## config.mk

```make
export PLATFORM = sky130hd
export DESIGN_NAME = rriot_bus_initiator
export DESIGN_NICKNAME = d
export VERILOG_FILES = /design/src/rtl/rriot_pkg.sv /design/src/rtl/rriot_bus_initiator.sv
export SDC_FILE = /design/constraint.sdc
export NUM_CORES = 1
export LEC_CHECK = 0
export ABC_CLOCK_PERIOD_IN_PS = 1950
export BUFFER_PORTS_ARGS = -buffer_cell sky130_fd_sc_hd__buf_2
export CELL_PAD_IN_SITES_DETAIL_PLACEMENT = 0
export CELL_PAD_IN_SITES_GLOBAL_PLACEMENT = 2
export CORE_MARGIN = 2
export CORE_UTILIZATION = 27
export CTS_BUF_LIST = sky130_fd_sc_hd__clkbuf_2
export CTS_CLUSTER_DIAMETER = 150
export CTS_CLUSTER_SIZE = 20
export DETAILED_ROUTE_END_ITERATION = 10
export HOLD_SLACK_MARGIN = 0.03
export PLACE_DENSITY_LB_ADDON = 0.1
export SYNTH_ARGS = -nofsm -noshare
export SYNTH_HDL_FRONTEND = slang
export SYNTH_SLANG_ARGS = --single-unit
```

## constraint.sdc

```tcl
create_clock -name clk -period 1.95 [get_ports clk]
set_clock_uncertainty 0.15 [all_clocks]
set_input_delay 0.195 -clock clk [delete_from_list [all_inputs] [get_ports clk]]
set_output_delay 0.195 -clock clk [all_outputs]
set_load 0.01 [all_outputs]
```

## src/rtl/rriot_pkg.sv

```systemverilog
// Shared definitions for the RRIOT interval-timer bus initiator.
// Holds the initiator state enum and the timer register address codes.
package rriot_pkg;

  typedef enum logic [2:0] {
    ST_IDLE,
    ST_WRITE,
    ST_READ_ADDR,
    ST_READ_WAIT,
    ST_RESP,
    ST_RELOAD
  } rriot_init_state_t;

  // A[2] selects the irq enable on timer writes.
  localparam int RRIOT_A_IRQEN_BIT = 2;

  // A[1:0] divider select codes on timer writes.
  localparam logic [1:0] RRIOT_DIV_1    = 2'b00;
  localparam logic [1:0] RRIOT_DIV_8    = 2'b01;
  localparam logic [1:0] RRIOT_DIV_64   = 2'b10;
  localparam logic [1:0] RRIOT_DIV_1024 = 2'b11;

  // Status read with A[0]=1: reading it has no side effects.
  localparam logic [2:0] RRIOT_IDLE_ADDR = 3'b101;

endpackage

```

## src/rtl/rriot_bus_initiator.sv

```systemverilog
// Bus initiator for the RRIOT timer register window: turns a
// valid/ready command stream into single-cycle peripheral bus cycles.
// Ports:
//   clk, rst          clock, synchronous active-high reset
//   cmd_valid/ready   host command handshake
//   cmd_write/addr/   command kind, register address, write data
//   cmd_wdata
//   rsp_valid/rdata   one-cycle read response pulse and data
//   reload_addr/val   auto-reload write target and data
//   bus_we_n/a/wdata  registered peripheral bus outputs
//   bus_rdata         peripheral read data (registered in the timer)
//   bus_irq_n         timer irq, active-low, may be a 1-cycle pulse
//   irq_pending       sticky irq flag, irq_clr clears it
module rriot_bus_initiator
  import rriot_pkg::*;
#(
  parameter int         READ_LAT    = 1,
  parameter bit         AUTO_RELOAD = 1'b0,
  parameter logic [2:0] IDLE_ADDR   = RRIOT_IDLE_ADDR
) (
  input  logic       clk,
  input  logic       rst,
  input  logic       cmd_valid,
  output logic       cmd_ready,
  input  logic       cmd_write,
  input  logic [2:0] cmd_addr,
  input  logic [7:0] cmd_wdata,
  output logic       rsp_valid,
  output logic [7:0] rsp_rdata,
  input  logic [2:0] reload_addr,
  input  logic [7:0] reload_val,
  output logic       bus_we_n,
  output logic [2:0] bus_a,
  output logic [7:0] bus_wdata,
  input  logic [7:0] bus_rdata,
  input  logic       bus_irq_n,
  output logic       irq_pending,
  input  logic       irq_clr
);

  localparam logic [1:0] LAT_M1 = 2'(READ_LAT - 1);

  rriot_init_state_t state_q;
  logic [1:0] cnt_q;
  logic       cmd_ready_q;
  logic       rsp_valid_q;
  logic [7:0] rsp_rdata_q;
  logic       bus_we_n_q;
  logic [2:0] bus_a_q;
  logic [7:0] bus_wdata_q;
  logic       irq_pending_q;
  logic       irq_pending_d;
  logic       irq_n_q;
  logic       reload_req_q;
  logic       reload_req_d;
  logic       irq_fall;

  // Set wins over clear so a pulse coinciding with irq_clr
  // is never lost. A fresh falling sample during RELOAD re-arms
  // the request after the current reload retires it.
  always_comb begin
    irq_fall      = irq_n_q & ~bus_irq_n;
    irq_pending_d = ~bus_irq_n | (irq_pending_q & ~irq_clr);
    reload_req_d  = reload_req_q;
    if (state_q == ST_RELOAD) reload_req_d = 1'b0;
    if (AUTO_RELOAD && irq_fall) reload_req_d = 1'b1;
  end

  always_ff @(posedge clk) begin
    if (rst) begin
      state_q       <= ST_IDLE;
      cnt_q         <= 2'd0;
      cmd_ready_q   <= 1'b0;
      rsp_valid_q   <= 1'b0;
      rsp_rdata_q   <= 8'h00;
      bus_we_n_q    <= 1'b1;
      bus_a_q       <= IDLE_ADDR;
      bus_wdata_q   <= 8'h00;
      irq_pending_q <= 1'b0;
      irq_n_q       <= 1'b1;
      reload_req_q  <= 1'b0;
    end else begin
      irq_n_q       <= bus_irq_n;
      irq_pending_q <= irq_pending_d;
      reload_req_q  <= reload_req_d;
      rsp_valid_q   <= 1'b0;
      unique case (state_q)
        ST_IDLE: begin
          if (reload_req_q) begin
            state_q     <= ST_RELOAD;
            bus_we_n_q  <= 1'b0;
            bus_a_q     <= reload_addr;
            bus_wdata_q <= reload_val;
            cmd_ready_q <= 1'b0;
          end else if (cmd_valid && cmd_ready_q) begin
            cmd_ready_q <= 1'b0;
            bus_a_q     <= cmd_addr;
            if (cmd_write) begin
              state_q     <= ST_WRITE;
              bus_we_n_q  <= 1'b0;
              bus_wdata_q <= cmd_wdata;
            end else begin
              state_q <= ST_READ_ADDR;
              cnt_q   <= LAT_M1;
            end
          end else begin
            cmd_ready_q <= ~reload_req_d;
          end
        end
        ST_WRITE, ST_RELOAD: begin
          state_q     <= ST_IDLE;
          bus_we_n_q  <= 1'b1;
          bus_a_q     <= IDLE_ADDR;
          cmd_ready_q <= ~reload_req_d;
        end
        // Address stays on the bus until the peripheral's
        // registered data is ready to be captured in RESP.
        ST_READ_ADDR, ST_READ_WAIT: begin
          if (cnt_q == 2'd0) begin
            state_q <= ST_RESP;
            bus_a_q <= IDLE_ADDR;
          end else begin
            state_q <= ST_READ_WAIT;
            cnt_q   <= cnt_q - 2'd1;
          end
        end
        ST_RESP: begin
          rsp_rdata_q <= bus_rdata;
          rsp_valid_q <= 1'b1;
          state_q     <= ST_IDLE;
          cmd_ready_q <= ~reload_req_d;
        end
        default: begin
          state_q     <= ST_IDLE;
          bus_we_n_q  <= 1'b1;
          bus_a_q     <= IDLE_ADDR;
          cmd_ready_q <= 1'b0;
        end
      endcase
    end
  end

  assign cmd_ready   = cmd_ready_q;
  assign rsp_valid   = rsp_valid_q;
  assign rsp_rdata   = rsp_rdata_q;
  assign bus_we_n    = bus_we_n_q;
  assign bus_a       = bus_a_q;
  assign bus_wdata   = bus_wdata_q;
  assign irq_pending = irq_pending_q;

endmodule

```

==> results.ini <==
[logic_synthesis]
seq_area_frac_synth_pct = 44.9
ys_types = 38
synthCells = 131
ys.flop_type = dfxtp_1
yosys_warnings = 0
synth_mux_area_share_pct = 16.4
synth_compound_area_share_pct = 18.5
syn_avg_cell_area_um2 = 9.88
synth_fa_ha_area_share_pct = 0.967
ys_seq_elements = 29
synth_edf_count = 0
async_flop_share_pct = 0
yosys.area_share.xor_xnor_pct = 0
synthesis.nets = 168
synth_top_family_by_area = compound AO/OA/AOI/OAI gates
syn_area_mm2 = 0.00129
yosys.area_share.simple_pct = 13.5

[global_routing]
grt_pass1_vias = 1261
busiest_layer = met2
grtUsageMet2_pct = 23.1
grt_pass1_wl_um = 5790
overflow = 0
grt_use_total_pct = 14.2
grt_max_degree = 35
met1_usage_pct = 17.1
grt_use_met3_pct = 4.83
antenna_found_initial = 0

[setup_path]
path_buf_inv = 1
slowest_delay_ps = 350
cp-start-kind = register
worstPathCellList = inv_1 > ha_1 > nor3b_1 > a211o_1 > mux2_1
critical_path_class = register to register
endpoint_kind = register
arrival_ps = 1790
cp_slowest_cell = dfxtp_1
worst-path-max-fanout = 3
cp.required_ps = 2040
crit_family = flip-flops
r2r_cells = 5
cp_num_cells = 5

[run_status]
status = finished, final reports clean

[place]
portBuffers = 58
place_ws_ps = 267
globalplace.congestion = 0.790
dp_hpwl_um = 2430

[sta]
setup_ws_ps = 251
finalSetupViolCount = 0
rsz0062_at_grt = no
worstMarginPinSlew_ps = 617
hold_violations = 0
slew_viol_final = 0
post-route-period-util_pct = 87.1
fin_crit_ps = 1700
fmax_mhz = 589
relSlewSlack_pct = 58.9
finalSetupTns_ps = 0

[clocking]
cts_max_path_buffers = 2
cts_tree = done
clkTransAtPathRegs_ps = 140
clkSinkCount = 29
cts_resized = 0
post_cts_buffers = 0
cts_max_level = 2
cts_buffers = 5
cts_root_buf = clkbuf_2
insertion_delay_ps = 340

[cells_and_area]
layout_commonest_cell = buf_2
nFillCells = 472
layout.nets = 250
regArea_um2 = 581
mostFrequentLayoutCells = buf_2, dfxtp_1, dlygate4sd3_1
area_growth_pct = 49.3
post-route-util_pct = 41.4
drive_above_1_share_pct = 35.0
diodes = 0
multi_input_area_um2 = 644

[floorplanning]
ios = 59
coreArea_mm2 = 0.00466
rows = 25
dieWidth_um = 73.2
dieArea_mm2 = 0.00536
die_h_um = 73.2
start_util_pct = 27.8

[detailed_routing]
wl_um = 3530
drc = 0
final_antenna_net_count = 0
viasPerCell = 4.77
firstDrtPassIters = 4
wl_per_cell_um = 13.2
vias = 1278
drt_iter0_markers = 91

[power]
leakage_nw = 0.818
power.total_w = 0.00131
ir_drop_mv = 0.293
p_per_area_mw_per_mm2 = 676

[job]
max-cap-violations = 0

[worst_hold_path]
hp-class = input port to register
min_path_cells = 3

-- registers in the layout, indices dropped and copies added, names as in the netlist --
name	count
state_q	3
reload_req_q	1
irq_pending	1
bus_wdata	8
bus_a	3
cnt_q	2
cmd_ready	1
rsp_valid	1
bus_we_n	1
rsp_rdata	8
-- final cells by class --
type	count	area share [%]
multi-input cells	87	33.4
inverters	4	0.777
clock buffers	6	1.55
flip-flops and latches	29	30.1
well taps	54	3.50
repair buffers	86	29.0
clock inverters	2	1.75
-- cells in the mapped netlist (2+ instances only) --
cell       number  share of area (%)
dfxtp_1        29                 45
mux2i_1        19                 15
nor2_1         12                3.5
a21oi_1        11                4.3
a211oi_1        8                4.6
buf_2           5                1.9
inv_1           4                1.2
or3_1           4                1.9
and2_1          3                1.5
clkbuf_1        3               0.87
nor3_1          3                1.2
a2111oi_0       2                1.4
nor2b_1         2               0.97
nor3b_1         2                1.2
-- kinds of logic after synthesis --
logic type / count (synthesis)
compound gates: 33
simple gates: 32
flops: 29
mux: 21
buf+inv: 15
fa+ha+maj: 1
-- report_power, final --
group          leakage, nW  switching (W)  total, W  internal (W)
sequential           0.236      0.0000240  0.000648      0.000624
clock               0.0406       0.000200  0.000420      0.000219
combinational        0.542       0.000108  0.000238      0.000130
total                0.818       0.000333   0.00131      0.000973
-- metal layers --
| layer | vias up | routed length (µm) | share of wire (%) |
|---|---|---|---|
| met3 | 7 | 219 | 6.2 |
| li1 | 647 | - | - |
| met1 | 584 | 1520 | 43 |
| met4 | 0 | 57 | 1.6 |
| met2 | 40 | 1730 | 49 |
| met5 | - | 0 | 0 |
-- what timing repair did --
action	in CTS	in global routing
setup endpoints to repair	0	0
endpoints found under the hold margin	20	0
hold buffers	24	0
-- per-stage QoR --
stage / hold slack, ps / cells / area [µm²]
after floorplan: 137 / 131 / 1290
after global placement: 220 / 236 / 1630
after detailed placement: 229 / 236 / 1630
after CTS: 30.7 / 268 / 1930
after global routing: 45.2 / 268 / 1930
final: 60.8 / 268 / 1930
-- final timing paths --
check / to / from / slack (ps)
setup / recovery: bus_a[1] / cnt_q[0] / 250
setup reg to reg: bus_a[1] / cnt_q[0] / 250
hold reg to reg: cnt_q[1] / cnt_q[1] / 350
hold / removal: bus_wdata[7] / cmd_wdata[7] / 60
-- tightest hold or removal path, delay by kind of cell --
family / cells / cell delay (ps)
buf+inv: 1 / 90
mux: 1 / 140
compound gates: 1 / 90
No activity file was read; power rests on OpenSTA's default activity.
